### src/rtl/aer_event_readout_if.sv
// Stream/handshake bundle between the pixel arbiter, the readout buffer and
// the off-chip link.
//   active_i, x_add_i, y_add_i : granted pixel from the top-level arbiter
//   stall_o                    : readout asks the arbiter to hold grants
//   evt_valid_o, evt_ready_i   : valid/ready stream towards the link
//   evt_data_o                 : {marker, ts/epoch, y, x}
// slave  = readout side, master = arbiter + link side.
interface aer_event_readout_if #(
    parameter int X_W  = 4,
    parameter int Y_W  = 4,
    parameter int TS_W = 16
);
    localparam int W = 1 + TS_W + Y_W + X_W;

    logic           active_i;
    logic [X_W-1:0] x_add_i;
    logic [Y_W-1:0] y_add_i;
    logic           stall_o;
    logic           evt_valid_o;
    logic           evt_ready_i;
    logic [W-1:0]   evt_data_o;

    modport slave (
        input  active_i, x_add_i, y_add_i, evt_ready_i,
        output stall_o, evt_valid_o, evt_data_o
    );

    modport master (
        output active_i, x_add_i, y_add_i, evt_ready_i,
        input  stall_o, evt_valid_o, evt_data_o
    );
endinterface

### src/rtl/aer_event_readout.sv
// Consumer end of the pixel-arbiter tree. Each granted address is stamped
// with a free-running counter and pushed into a first-word-fall-through
// FIFO that drains over a valid/ready stream. On every counter wrap a marker
// word carrying the new epoch is queued so the host can rebuild absolute time.
// Ports:
//   clk_i, reset_i : clock, synchronous active-high reset
//   bus            : arbiter inputs, stall, output stream (slave modport)
//   fill_o         : FIFO occupancy, 0..DEPTH
//   drop_cnt_o     : saturating count of grants that could not be stored
module aer_event_readout #(
    parameter int X_W    = 4,
    parameter int Y_W    = 4,
    parameter int TS_W   = 16,
    parameter int DEPTH  = 8,
    parameter int DROP_W = 16
) (
    input  logic                     clk_i,
    input  logic                     reset_i,
    aer_event_readout_if.slave       bus,
    output logic [$clog2(DEPTH):0]   fill_o,
    output logic [DROP_W-1:0]        drop_cnt_o
);
    localparam int AW = $clog2(DEPTH);
    localparam int CW = AW + 1;
    localparam int W  = 1 + TS_W + Y_W + X_W;

    logic [W-1:0]      mem_q [DEPTH];
    logic [AW-1:0]     wr_ptr_q, wr_ptr_d;
    logic [AW-1:0]     rd_ptr_q, rd_ptr_d;
    logic [CW-1:0]     count_q, count_d;
    logic [TS_W-1:0]   ts_q, ts_d;
    logic [TS_W-1:0]   epoch_q, epoch_d;
    logic              marker_pend_q, marker_pend_d;
    logic [DROP_W-1:0] drop_cnt_q, drop_cnt_d;

    logic          full, wrap, pop, push, push_marker, push_evt, drop;
    logic [W-1:0]  wr_data;

    always_comb begin
        // Full blocks a write even when the head is popped this cycle.
        full        = (count_q == CW'(DEPTH));
        wrap        = &ts_q;
        pop         = (count_q != '0) && bus.evt_ready_i;
        push_marker = marker_pend_q && !full;
        push_evt    = !marker_pend_q && bus.active_i && !full;
        push        = push_marker || push_evt;
        drop        = bus.active_i && !push_evt;

        // epoch_q already holds the post-wrap value by the time a marker goes out.
        wr_data = push_marker ? {1'b1, epoch_q, {(Y_W + X_W){1'b0}}}
                              : {1'b0, ts_q, bus.y_add_i, bus.x_add_i};

        ts_d          = ts_q + TS_W'(1);
        epoch_d       = wrap ? epoch_q + TS_W'(1) : epoch_q;
        marker_pend_d = (marker_pend_q && !push_marker) || wrap;
        drop_cnt_d    = (drop && !(&drop_cnt_q)) ? drop_cnt_q + DROP_W'(1) : drop_cnt_q;

        wr_ptr_d = push ? wr_ptr_q + AW'(1) : wr_ptr_q;
        rd_ptr_d = pop  ? rd_ptr_q + AW'(1) : rd_ptr_q;
        count_d  = count_q + CW'(push) - CW'(pop);
    end

    always_ff @(posedge clk_i) begin
        if (reset_i) begin
            wr_ptr_q      <= '0;
            rd_ptr_q      <= '0;
            count_q       <= '0;
            ts_q          <= '0;
            epoch_q       <= '0;
            marker_pend_q <= 1'b0;
            drop_cnt_q    <= '0;
        end else begin
            wr_ptr_q      <= wr_ptr_d;
            rd_ptr_q      <= rd_ptr_d;
            count_q       <= count_d;
            ts_q          <= ts_d;
            epoch_q       <= epoch_d;
            marker_pend_q <= marker_pend_d;
            drop_cnt_q    <= drop_cnt_d;
        end
    end

    // Storage is not reset; the output mux below hides stale entries.
    always_ff @(posedge clk_i) begin
        if (push && !reset_i) begin
            mem_q[wr_ptr_q] <= wr_data;
        end
    end

    assign bus.evt_valid_o = (count_q != '0);
    assign bus.evt_data_o  = bus.evt_valid_o ? mem_q[rd_ptr_q] : '0;
    assign bus.stall_o     = (count_q >= CW'(DEPTH - 1)) || marker_pend_q;
    assign fill_o          = count_q;
    assign drop_cnt_o      = drop_cnt_q;
endmodule

### src/flat_wrapper.sv
// flat-port wrapper written by rule: the top's interface ports become plain ports
module aer_event_readout_flat 
#(
    parameter int X_W    = 4,
    parameter int Y_W    = 4,
    parameter int TS_W   = 16,
    parameter int DEPTH  = 8,
    parameter int DROP_W = 16
)
  (clk_i, reset_i, fill_o, drop_cnt_o, bus_active_i, bus_x_add_i, bus_y_add_i, bus_evt_ready_i, bus_stall_o, bus_evt_valid_o, bus_evt_data_o);
  aer_event_readout_if #(.X_W(X_W), .Y_W(Y_W), .TS_W(TS_W)) bus_i ();
  input  logic clk_i;
  input  logic reset_i;
  output logic [$clog2(DEPTH):0] fill_o;
  output logic [DROP_W-1:0] drop_cnt_o;
  input wire logic [$bits(bus_i.active_i)-1:0] bus_active_i;
  input wire logic [$bits(bus_i.x_add_i)-1:0] bus_x_add_i;
  input wire logic [$bits(bus_i.y_add_i)-1:0] bus_y_add_i;
  input wire logic [$bits(bus_i.evt_ready_i)-1:0] bus_evt_ready_i;
  output wire logic [$bits(bus_i.stall_o)-1:0] bus_stall_o;
  output wire logic [$bits(bus_i.evt_valid_o)-1:0] bus_evt_valid_o;
  output wire logic [$bits(bus_i.evt_data_o)-1:0] bus_evt_data_o;
  assign bus_i.active_i = bus_active_i;
  assign bus_i.x_add_i = bus_x_add_i;
  assign bus_i.y_add_i = bus_y_add_i;
  assign bus_i.evt_ready_i = bus_evt_ready_i;
  assign bus_stall_o = bus_i.stall_o;
  assign bus_evt_valid_o = bus_i.evt_valid_o;
  assign bus_evt_data_o = bus_i.evt_data_o;
  aer_event_readout #(.X_W(X_W), .Y_W(Y_W), .TS_W(TS_W), .DEPTH(DEPTH), .DROP_W(DROP_W)) u_core (.clk_i(clk_i), .reset_i(reset_i), .bus(bus_i), .fill_o(fill_o), .drop_cnt_o(drop_cnt_o));
endmodule
### config.mk
export PLATFORM = sky130hd
export DESIGN_NAME = aer_event_readout_flat
export DESIGN_NICKNAME = d
export VERILOG_FILES = /design/src/rtl/aer_event_readout_if.sv /design/src/rtl/aer_event_readout.sv /design/src/flat_wrapper.sv
export SDC_FILE = /design/constraint.sdc
export NUM_CORES = 1
export LEC_CHECK = 0
export CAP_MARGIN = 30
export CORE_MARGIN = 4
export CORE_UTILIZATION = 30
export DETAILED_ROUTE_END_ITERATION = 8
export PLACE_DENSITY = 0.48
export SYNTH_ARGS = -nofsm -noshare
export SYNTH_HDL_FRONTEND = slang
export SYNTH_SLANG_ARGS = --single-unit
### constraint.sdc
create_clock -name clk_i -period 4.4 [get_ports clk_i]
set_input_delay 0.88 -clock clk_i [delete_from_list [all_inputs] [get_ports clk_i]]
set_output_delay 0.88 -clock clk_i [all_outputs]
set_load 0.02 [all_outputs]
# After elaboration in Yosys (flattened, before gate mapping)
# Memory sizes are Yosys's and may differ from the RTL's. A register that Yosys moved wholly into a read port is not among the register bits.
# Cells that the tools add are included.
# op_classes
n_addsub,7
n_lt_le_gt_ge,1
n_eq_ne,1
muxes,6
reduce_logical,20
# ops
op,n
25-bit 2-to-1 mux,2
16-bit by 1-bit adder with 16-bit output (second input constant),3
16-bit AND reduction,2
1-bit logical AND,8
3-bit by 1-bit adder with 3-bit output (second input constant),2
1-bit logical NOT,6
3-bit 2-to-1 mux,2
4-bit by 1-bit adder with 4-bit output,1
4-bit equality test (second input constant),1
4-bit by 3-bit greater-or-equal comparator with 1-bit output (second input constant),1
4-bit nonzero test,1
4-bit by 1-bit subtractor with 4-bit output,1
1-bit logical OR,3
1-bit 2-to-1 mux,2
# word_totals
reg_bits,59
ramBits,200
inputBits,12
output_inout_bits,47
elab_cells,43
mem_count,1
# mem_list
memory,depth,word_bits,rd,rd_ports_with_merged_regs,write_ports,line_no,text
u_core.mem_q,8,25,1,1,1,aer_event_readout.sv:27,logic [W-1:0] mem_q [DEPTH];

# Longest topological paths before layout
# Gate-level depths: netlist of the first run.
# depth
word_depth,7
mapped_depth,14
depth_no_buf,12

# Least setup slack after synthesis of the first run
# OpenSTA, ideal clock, no wires.
# synth_timing
path_kind,register -> register
start,reg u_core.count_q[2] (netlist: u_core.fill_o[2])
end,"mem u_core.mem_q[0][0] (netlist name), enable pin"
setup_ns,0.479
arrival_time_ns,3.862
setup_slack_ns,0.058
stages_incl_launch_ff,6
n_path_buf,0
path_cell_list,dfxtp_1 inv_1 ha_1 or3b_2 o21ai_0 nor4b_1
# synth_between
elab_chain_len,7
word_cells_on_any_way,8
classes_between,eq/ne: 1; mux: 2; reduce/logical: 5
# synth_lines
element,line_no,text
start: declaration,aer_event_readout.sv:30,"logic [CW-1:0] count_q, count_d;"
start signal: assignment,aer_event_readout.sv:75,count_q <= count_d;
4-bit equality test (*),aer_event_readout.sv:41,full = (count_q == CW'(DEPTH));
1-bit logical NOT (*),"aer_event_readout.sv:44, aer_event_readout.sv:45",
1-bit logical AND (on tied branches),"aer_event_readout.sv:44, aer_event_readout.sv:45",
1-bit logical OR (*),aer_event_readout.sv:46,push = push_marker || push_evt;
1-bit logical AND (*),aer_event_readout.sv:85,if (push && !reset_i) begin
1-bit 2-to-1 mux (*),aer_event_readout.sv:85,
1-bit 2-to-1 mux (not written as such) (*),aer_event_readout.sv:86,mem_q[wr_ptr_q] <= wr_data;
end: declaration,aer_event_readout.sv:27,
# Every way passes the cells marked *; elsewhere a longest branch is shown, timed or not.

==> results of run 1 <==
==> worst max-delay path: stages, from the launching register on <==
cell	delay [ns]
dfxtp_4	0.60
buf_12	0.33
mux4_2	0.54
mux2i_1	0.22
nor2_1	0.06
clkdlybuf4s50_1	0.54
==> layout make-up <==
class	instances	share of cell area [%]
clock buffers	34	5.59
inverters	17	0.493
repair buffers	76	5.55
clock inverters	13	1.19
flip-flops and latches	262	56.0
multi-input cells	394	26.7
well taps	461	4.46
==> per-stage QoR <==
stage | cells | cell area [um^2] | hold slack [ns] | utilization (%)
2_1_floorplan | 711 | 10900 | 0.434 | -
3_3_place_gp | 1208 | 12100 | 0.465 | 33.7
3_5_place_dp | 1210 | 12100 | 0.476 | 33.8
4_1_cts | 1257 | 12900 | 0.488 | 36.2
5_1_grt | 1257 | 12900 | 0.527 | 36.2
6_report | 1257 | 12900 | 0.486 | 36.2
==> flip-flops by register name (all words and copies together) (netlist names), named ones only <==
name	flops
u_core.drop_cnt_o	16
u_core.fill_o	4
u_core.marker_pend_q	1
u_core.rd_ptr_q	3
u_core.wr_ptr_q	3
u_core.ts_q	16
u_core.epoch_q	16
u_core.mem_q	200
==> where the power goes <==
part / internal, mW / switching (mW) / leakage, nW / total, mW
sequential: 2.75 / 0.103 / 2.34 / 2.85
clock: 1.34 / 0.932 / 0.419 / 2.27
combinational: 0.766 / 0.774 / 1.28 / 1.54
==> cell families (layout without fill, tap and decap cells) <==
kind of cell    after synthesis  count (layout)  synth area share (%)
mux                          93              93                  14.5
compound gates               77              77                  4.37
fa+ha+maj                    13              13                  1.56
flops                       262             262                  66.5
simple gates                197             197                  9.83
buf+inv                      55             140                  2.19
xor+xnor                     14              14                  1.12
==> synth_stat cells (2+ instances only) <==
master and number:
mux4_2 50, mux2_2 16, buf_6 3, o211ai_1 3
nand3_1 19, and2_1 13, ha_1 12, xor2_1 7
or4_4 2, buf_1 4, and3_1 5, nand4_1 12
o31ai_1 21, clkbuf_1 23, xnor2_1 7, buf_2 7
nor3_1 8, edfxtp_1 200, dfxtp_1 62, nor2_1 57
mux2i_1 27, nor2b_1 7, nand2_1 27, inv_1 16
nor3b_1 2, a21oi_1 31, or3_1 5, o21ai_0 13
nor4_1 4, or4_1 20, and4_1 6
==> worst max path at each step <==
stage	startpoint	end	slack (ns)	depth (start not counted)
2_1_floorplan	u_core.fill_o[2]$_SDFF_PP0_	u_core.mem_q[0][0]$_DFFE_PP_	0.06	5
5_1_grt	flip-flop	bus_evt_data_o[19]	0.46	5
6_report	flip-flop	bus_evt_data_o[9]	0.68	5
3_5_place_dp	bus_active_i	u_core.mem_q[4][7]$_DFFE_PP_	1.06	6
4_1_cts	flip-flop	bus_evt_data_o[19]	0.57	5
3_3_place_gp	bus_active_i	u_core.fill_o[3]$_SDFF_PP0_	1.10	8
==> layer usage <==
layer  routed length (um)  track usage [%]  vias to the layer above
met5                    0                0                        -
met4                  512             2.76                        0
met2                11500             20.3                      108
li1                     -                -                     2925
met1                10600             16.2                     3079
met3                  778             1.66                       35
==> impl_metrics.csv, run 1 <==
group,metric,value,unit
synth,avgSynthCellArea,15.3,um^2
worst_setup_path,r2r_slack,1.72,ns
synth,yosysTopAreaCellShare,55.1,%
hold_path,min_to,"u_core.epoch_q[14]$_SDFFE_PP0P_",
routing,dr_total_vias,6147,
worst_setup_path,r2r_end,"u_core.fill_o[2]$_SDFF_PP0_",
grt,grt_pass1_vias,6449,
cells_and_area,area_growth,18.7,%
synth,synthesis.area,10900,um^2
timing,fin_skew,0.0130,ns
routing,drtIter0Drc,382,
routing,firstDrtPassIters,5,
synth,synth_edf_count,200,
die,fp.dieArea,39500,um^2
synth,async_flop_share,0,%
power,p_per_area,515,nW/um^2
clocking,cts_tree,"built",
run,drv_cap,0,
timing,fmax,269,MHz
worst_setup_path,startpoint_type,"flip-flop",
placement,gp_congestion,0.722,
synth,synth.distinct_cells,53,
synth,synth_top_area_cell,"edfxtp_1",
clocking,cts_buffer_depth,3,
power,p_total,6.66,mW
routing,routed_wl,23.3,mm
hold_path,min-delay-path-class,"reg -> reg",
timing,postLayoutSetupSlackWorst,0.682,ns
clocking,cts_root_buf,"clkbuf_16",
routing,ant_nets,0,
power,peakVddDrop,280,uV
hold_path,hold_start,"u_core.epoch_q[14]$_SDFFE_PP0P_",
die,fp.dieH,199,um
grt,grt_max_degree,46,
grt,grt_pass1_wl,36.9,mm
cells_and_area,layout_commonest_cell,"edfxtp_1",
worst_setup_path,cp-end-kind,"output pin",
die,design.portCount,59,
status,status,"finished, final reports clean",
clocking,htree_num_levels,1,
routing,vias_per_cell,4.89,
worst_setup_path,r2r_start,"u_core.fill_o[2]$_SDFF_PP0_",
timing,finalHoldViolations,0,
routing,wl_per_cell,18.6,um
hold_path,whs_path_depth,2,
timing,min_period,3.72,ns
worst_setup_path,critPathRequiredTime,3.52,ns
timing,setup_violations,0,
synth,syn-num-nets,736,
synth,synth.area.top_cells,"edfxtp_1 55%, dfxtp_1 11%, mux4_2 10%",
synth,ys_ff_latch,262,
timing,slew_viol_final,0,
cells_and_area,n_antenna_cell,0,
worst_setup_path,worstPathArrival,2.84,ns
timing,period_share,84.5,%
synth,synth_warnings,0,
timing,worst_slew_pin_slew,0.877,ns
die,rows,69,
synth,yosysSeqAreaShare,66.5,%
grt,antenna_found_initial,0,
worst_setup_path,crit_type,"reg -> out",
grt,grt-ovfl-total,0,
routing,drc,0,
cells_and_area,nets,804,
cells_and_area,final_cell_mix,"200 x edfxtp_1, 59 x dfxtp_1, 57 x clkdlybuf4s50_1, 54 x nor2_1, 50 x mux4_2",
synth,netlist_instances,711,
die,core,35700,um^2
timing,rsz0062_at_grt,"no",
clocking,worstSkewPairLatency,0.54,ns
clocking,cts_hold_buf,0,
die,start_util,30.5,%
cells_and_area,multi_input_area,3450,um^2
placement,place_hpwl,13.9,mm
worst_setup_path,cp_max_fo,32,
clocking,clkSinkCount,262,
clocking,post-cts-setup-buffer-count,0,
cells_and_area,drive_gt1_share,17.7,%
grt,track_usage,11.9,%
placement,port_buffers,58,
worst_setup_path,ff2ff_path_depth,13,
cells_and_area,seq_area,7250,um^2
timing,fin_setup_tns,0,ns
placement,pre_cts_ws,1.06,ns
timing,max_slew_margin,40.9,%
clocking,cts_resized,0,
die,chipWidth,199,um
synth,synthFlopType,"edfxtp_1",
clocking,numCtsBuffers,28,
clocking,cts.clk_slew.worst_paths,0.06,ns
cells_and_area,fill_cells,3429,
power,leakage,4.04,nW
(Power assumes the default switching activity.)
==> run 2, diff against run 1 <==
==> constraint.sdc (replaced) <==
create_clock -name clk_i -period 3.4 [get_ports clk_i]
set_input_delay 0.68 -clock clk_i [delete_from_list [all_inputs] [get_ports clk_i]]
set_output_delay 0.68 -clock clk_i [all_outputs]
set_load 0.02 [all_outputs]
==> run 2 against run 1 <==
  * Sequential share of layout area shrank 1.1 points
  * Design area rose by 2.1%
  * Global-route usage is 0.26 points higher
  * Die area unchanged
  * First-iteration DRC count decreased by 14%
  * Count of clock-buffer cells in the layout grew 11
  * Routed wire length increased by 4.3%
  * Critical path depth unchanged
  * Utilization rose by 0.75 points
  * Flip-flop and latch count unchanged
  * Non-clock buffer count is 12 higher
  * Setup slack got worse by 0.54 ns
  * Critical path type unchanged
  * Highest routed layer is now met5
==> impl_metrics.csv, run 2 (synthesized netlist as in run 1, its figures left out) <==
group,metric,value,unit
status,status,"finished, final reports clean",
timing,setup_violations,0,
grt,track_usage,12.1,%
timing,max_slew_margin,28.4,%
grt,grt-ovfl-total,0,
routing,wl_per_cell,19.1,um
clocking,htree_num_levels,1,
timing,postLayoutSetupSlackWorst,0.141,ns
timing,fin_skew,0.0184,ns
routing,dr_total_vias,6265,
die,core,35700,um^2
die,fp.dieArea,39500,um^2
cells_and_area,n_antenna_cell,0,
die,fp.dieH,199,um
placement,postPlaceCellArea,12200,um^2
worst_setup_path,startpoint_type,"flip-flop",
clocking,numCtsBuffers,28,
clocking,cts.clk_slew.worst_paths,0.06,ns
routing,routed_wl,24.4,mm
die,chipWidth,199,um
grt,grt_max_degree,54,
die,design.portCount,59,
timing,fmax,307,MHz
worst_setup_path,crit_type,"reg -> out",
clocking,clkSinkCount,262,
timing,slew_viol_final,0,
worst_setup_path,worstPathArrival,2.58,ns
timing,min_period,3.26,ns
routing,firstDrtPassIters,6,
power,peakVddDrop,394,uV
cells_and_area,stdcell_area,13200,um^2
worst_setup_path,cp-end-kind,"output pin",
hold_path,min-delay-path-class,"reg -> reg",
placement,gp_congestion,0.694,
placement,place_hpwl,13.9,mm
die,start_util,30.5,%
clocking,worstSkewPairLatency,0.55,ns
power,p_total,8.76,mW
routing,drtIter0Drc,327,
placement,port_buffers,58,
worst_setup_path,critPathRequiredTime,2.72,ns
clocking,cts_hold_buf,0,
cells_and_area,layout_commonest_cell,"edfxtp_1",
clocking,cts_tree,"built",
timing,period_share,95.9,%
run,drv_cap,0,
grt,antenna_found_initial,1,
timing,timing.hold.ws,0.481,ns
grt,grt_pass1_wl,37.6,mm
clocking,cts_root_buf,"clkbuf_16",
cells_and_area,area_growth,21.2,%
worst_setup_path,cp_max_fo,9,
timing,fin_setup_tns,0,ns
routing,ant_nets,0,
grt,grt_pass1_vias,6388,
routing,drc,0,
timing,rsz0062_at_grt,"no",
power,p_per_area,663,nW/um^2
cells_and_area,drive_gt1_share,19.8,%
timing,finalHoldViolations,0,
clocking,cts_buffer_depth,3,
die,rows,69,
cells_and_area,regMostFlops,"u_core.mem_q",
cells_and_area,final_cell_mix,"200 x edfxtp_1, 59 x dfxtp_1, 55 x clkdlybuf4s50_1, 54 x nor2_1, 50 x mux4_2",
cells_and_area,nets,816,
routing,vias_per_cell,4.92,
power,leakage,4.18,nW
placement,pre_cts_ws,0.582,ns
timing,worst_slew_pin_slew,1.06,ns
cells_and_area,largest_reg_flops,200,
-- run 2: cell types whose count changed in the layout (fill, tap and decap cells not counted), sizes merged --
cell | before | now
dlygate4sd2 | 0 | 1
clkinvlp | 2 | 1
clkbuf | 34 | 46
clkinv | 8 | 7
inv | 17 | 16
bufinv | 3 | 0
buf | 19 | 30
clkdlybuf4s50 | 57 | 55
dlymetal6s2s | 0 | 1
-- run 2: power breakdown --
group          total [mW]  switching [mW]  internal (mW)
clock network        2.94            1.22           1.72
logic                2.15            1.07           1.08
registers            3.66           0.106           3.55
total                8.76            2.40           6.36
-- run 2: worst max-delay path, stage by stage (launching register included) --
cell and delay (ns):
dfxtp_4 0.46, buf_4 0.15, mux4_2 0.48, mux2i_1 0.31
nor2_1 0.08, clkdlybuf4s50_1 0.55
-- run 2: final timing paths --
path	slack [ns]	to	cells after the start	from
worst max register to register	0.69	u_core.fill_o[2]$_SDFF_PP0_	13	u_core.fill_o[2]$_SDFF_PP0_
worst min register to register	0.48	u_core.ts_q[0]$_SDFF_PP0_	1	u_core.ts_q[0]$_SDFF_PP0_
worst max-delay path	0.14	bus_evt_data_o[9]	5	flip-flop
worst min-delay path	0.48	u_core.ts_q[0]$_SDFF_PP0_	1	u_core.ts_q[0]$_SDFF_PP0_
-- run 2: per-stage QoR --
step | instances | util, %
finish | 1274 | 37.0
global route | 1274 | 37.0
CTS | 1267 | 36.7
detailed placement | 1215 | 34.1
global placement | 1215 | 34.1
floorplan | 711 | -
-- run 2: final cells by class --
class                   instances  area, um^2
clock inverters                 7        62.6
flip-flops and latches        262        7250
multi-input cells             394        3460
clock buffers                  45         855
well taps                     461         577
inverters                      17        63.8
repair buffers                 88         938
fillers                      3410       22500
-- run 2: repair_timing --
item                       in CTS  in global routing
gates cloned                    0                  1
setup buffers                   0                  6
gates resized for setup         3                  3
setup endpoints to repair       3                 19
pin swaps                       0                  0
-- run 2: routing by layer --
metal / track usage, % / wire length, um / vias up / share of wire (%)
met4: 2.68 / 492 / 2 / 2.0
met5: 0 / 13 / - / 0.053
met3: 2.18 / 822 / 38 / 3.4
met2: 20.5 / 11700 / 96 / 48
li1: - / - / 2960 / -
met1: 16.5 / 11400 / 3169 / 47
==> run 3, diff against run 2 <==
--- a/config.mk
+++ b/config.mk
@@ -6,8 +6,9 @@
 export NUM_CORES = 1
 export LEC_CHECK = 0
 export CAP_MARGIN = 30
-export CORE_MARGIN = 4
+export CORE_MARGIN = 2
 export CORE_UTILIZATION = 30
+export CTS_CLUSTER_DIAMETER = 80
 export DETAILED_ROUTE_END_ITERATION = 8
 export PLACE_DENSITY = 0.48
 export SYNTH_ARGS = -nofsm -noshare
==> run 3 against run 2 <==
  * First-iteration DRC count fell by 1.2%
  * Die area fell by 4.0%
  * Via count fell by 1.6%
  * Setup slack got worse by 0.0013 ns
  * Sequential power barely moved
  * Sequential share of layout area rose by 0.13 points
  * Combinational power barely moved
  * Critical path depth did not move
  * Design area fell by 0.24%
  * Utilization barely moved
  * Clock power rose by 5%
  * Critical endpoint is now bus_evt_data_o[13]
  * Highest routed layer is now met4
==> impl_metrics.csv, run 3 (synthesized netlist as in run 1, its figures left out) <==
group,metric,value,unit
status,status,"finished, final reports clean",
clocking,cts_buffer_depth,3,
cells_and_area,fill_cells,3333,
cells_and_area,area_growth,20.9,%
timing,slew_viol_final,0,
timing,max_slew_margin,37.9,%
worst_setup_path,critPathRequiredTime,2.72,ns
cells_and_area,drive_gt1_share,19.6,%
timing,setup_violations,0,
routing,dr_total_vias,6163,
clocking,numCtsBuffers,29,
clocking,worstSkewPairLatency,0.57,ns
placement,gp_congestion,0.729,
grt,grt_pass1_wl,37.1,mm
placement,place_hpwl,13.8,mm
power,p_total,8.89,mW
worst_setup_path,startpoint_type,"flip-flop",
clocking,cts_resized,0,
die,rows,69,
power,p_per_area,675,nW/um^2
power,leakage,4.17,nW
routing,wl_per_cell,18.5,um
die,start_util,30.6,%
routing,drtIter0Drc,323,
timing,fin_skew,0.0255,ns
cells_and_area,nets,817,
grt,grt_pass1_vias,6331,
grt,track_usage,12.5,%
cells_and_area,layout_commonest_cell,"edfxtp_1",
run,drv_cap,0,
clocking,cts_tree,"built",
worst_setup_path,worstPathArrival,2.58,ns
worst_setup_path,crit_type,"reg -> out",
timing,min_period,3.26,ns
timing,rsz0062_at_grt,"no",
clocking,clkSinkCount,262,
die,fp.dieArea,37900,um^2
timing,worst_slew_pin_slew,0.922,ns
cells_and_area,n_antenna_cell,0,
grt,grt_max_degree,52,
routing,firstDrtPassIters,6,
timing,period_share,95.9,%
timing,fmax,307,MHz
grt,grt-ovfl-total,0,
timing,finalHoldViolations,0,
power,peakVddDrop,376,uV
placement,port_buffers,58,
worst_setup_path,cp_max_fo,22,
routing,drc,0,
die,design.portCount,59,
hold_path,min-delay-path-class,"reg -> reg",
grt,antenna_found_initial,0,
hold_path,whs_path_depth,1,
clocking,cts.clk_slew.worst_paths,0.06,ns
die,core,35700,um^2
clocking,cts_hold_buf,0,
worst_setup_path,cp-end-kind,"output pin",
routing,routed_wl,23.7,mm
routing,ant_nets,0,
cells_and_area,layout.cells.non_filler,1276,
placement,dp_cells,1217,
cells_and_area,final_cell_mix,"200 x edfxtp_1, 59 x dfxtp_1, 57 x clkdlybuf4s50_1, 54 x nor2_1, 50 x mux4_2",
clocking,htree_num_levels,1,
worst_setup_path,ff2ff_path_depth,13,
clocking,cts_root_buf,"clkbuf_16",
die,fp.dieH,195,um
die,chipWidth,195,um
routing,vias_per_cell,4.83,
cells_and_area,regMostFlops,"u_core.mem_q",
cells_and_area,largest_reg_flops,200,
[run 3: what timing repair did]
item,CTS,global route
endpoints found under the hold margin,0,0
setup buffers,5,0
endpoints found under the setup margin,6,0
[run 3: worst paths after layout]
path | from | endpoint | slack, ns
max | flip-flop | bus_evt_data_o[13] | 0.14
min reg2reg | u_core.ts_q[0]$_SDFF_PP0_ | u_core.ts_q[0]$_SDFF_PP0_ | 0.48
min | u_core.ts_q[0]$_SDFF_PP0_ | u_core.ts_q[0]$_SDFF_PP0_ | 0.48
max reg2reg | u_core.fill_o[2]$_SDFF_PP0_ | u_core.fill_o[2]$_SDFF_PP0_ | 0.71
[run 3: power by group]
part / switching (mW) / internal, mW
sequential: 0.105 / 3.55
combinational: 1.06 / 1.07
clock: 1.26 / 1.84
[run 3: cell type report]
cell class	instances	area [um^2]	share of cell area, %
Tap cell	461	577	4.38
Clock buffer	38	779	5.91
Inverter	17	63.8	0.484
Clock inverter	16	169	1.28
Multi-Input combinational cell	394	3460	26.3
Sequential cell	262	7250	55.0
Timing Repair Buffer	88	876	6.65
[run 3: metrics by stage]
stage          instance area [um^2]  worst slack (ns)  hold WS, ns  util [%]  setup TNS, ns
3_5_place_dp                  12200             0.516        0.460      34.2              0
2_1_floorplan                 10900            -0.942        0.434         -         -24.98
5_1_grt                       13200           0.00827        0.514      37.0              0
6_report                      13200             0.140        0.477      37.0              0
3_3_place_gp                  12200             0.502        0.454      34.2              0
4_1_cts                       13200            0.0584        0.476      37.0              0
[run 3: layer usage]
layer	GRT usage (%)	part of all wire [%]
met5	0	0
met3	2.01	3.1
met4	3.05	1.9
met1	16.6	46
met2	21.5	49
[run 3: critical path, stage by stage, from the launching register on]
cell	delay, ns
dfxtp_4	0.41
buf_12	0.23
mux4_2	0.53
mux2i_1	0.23
nor2_1	0.07
clkdlybuf4s50_1	0.55
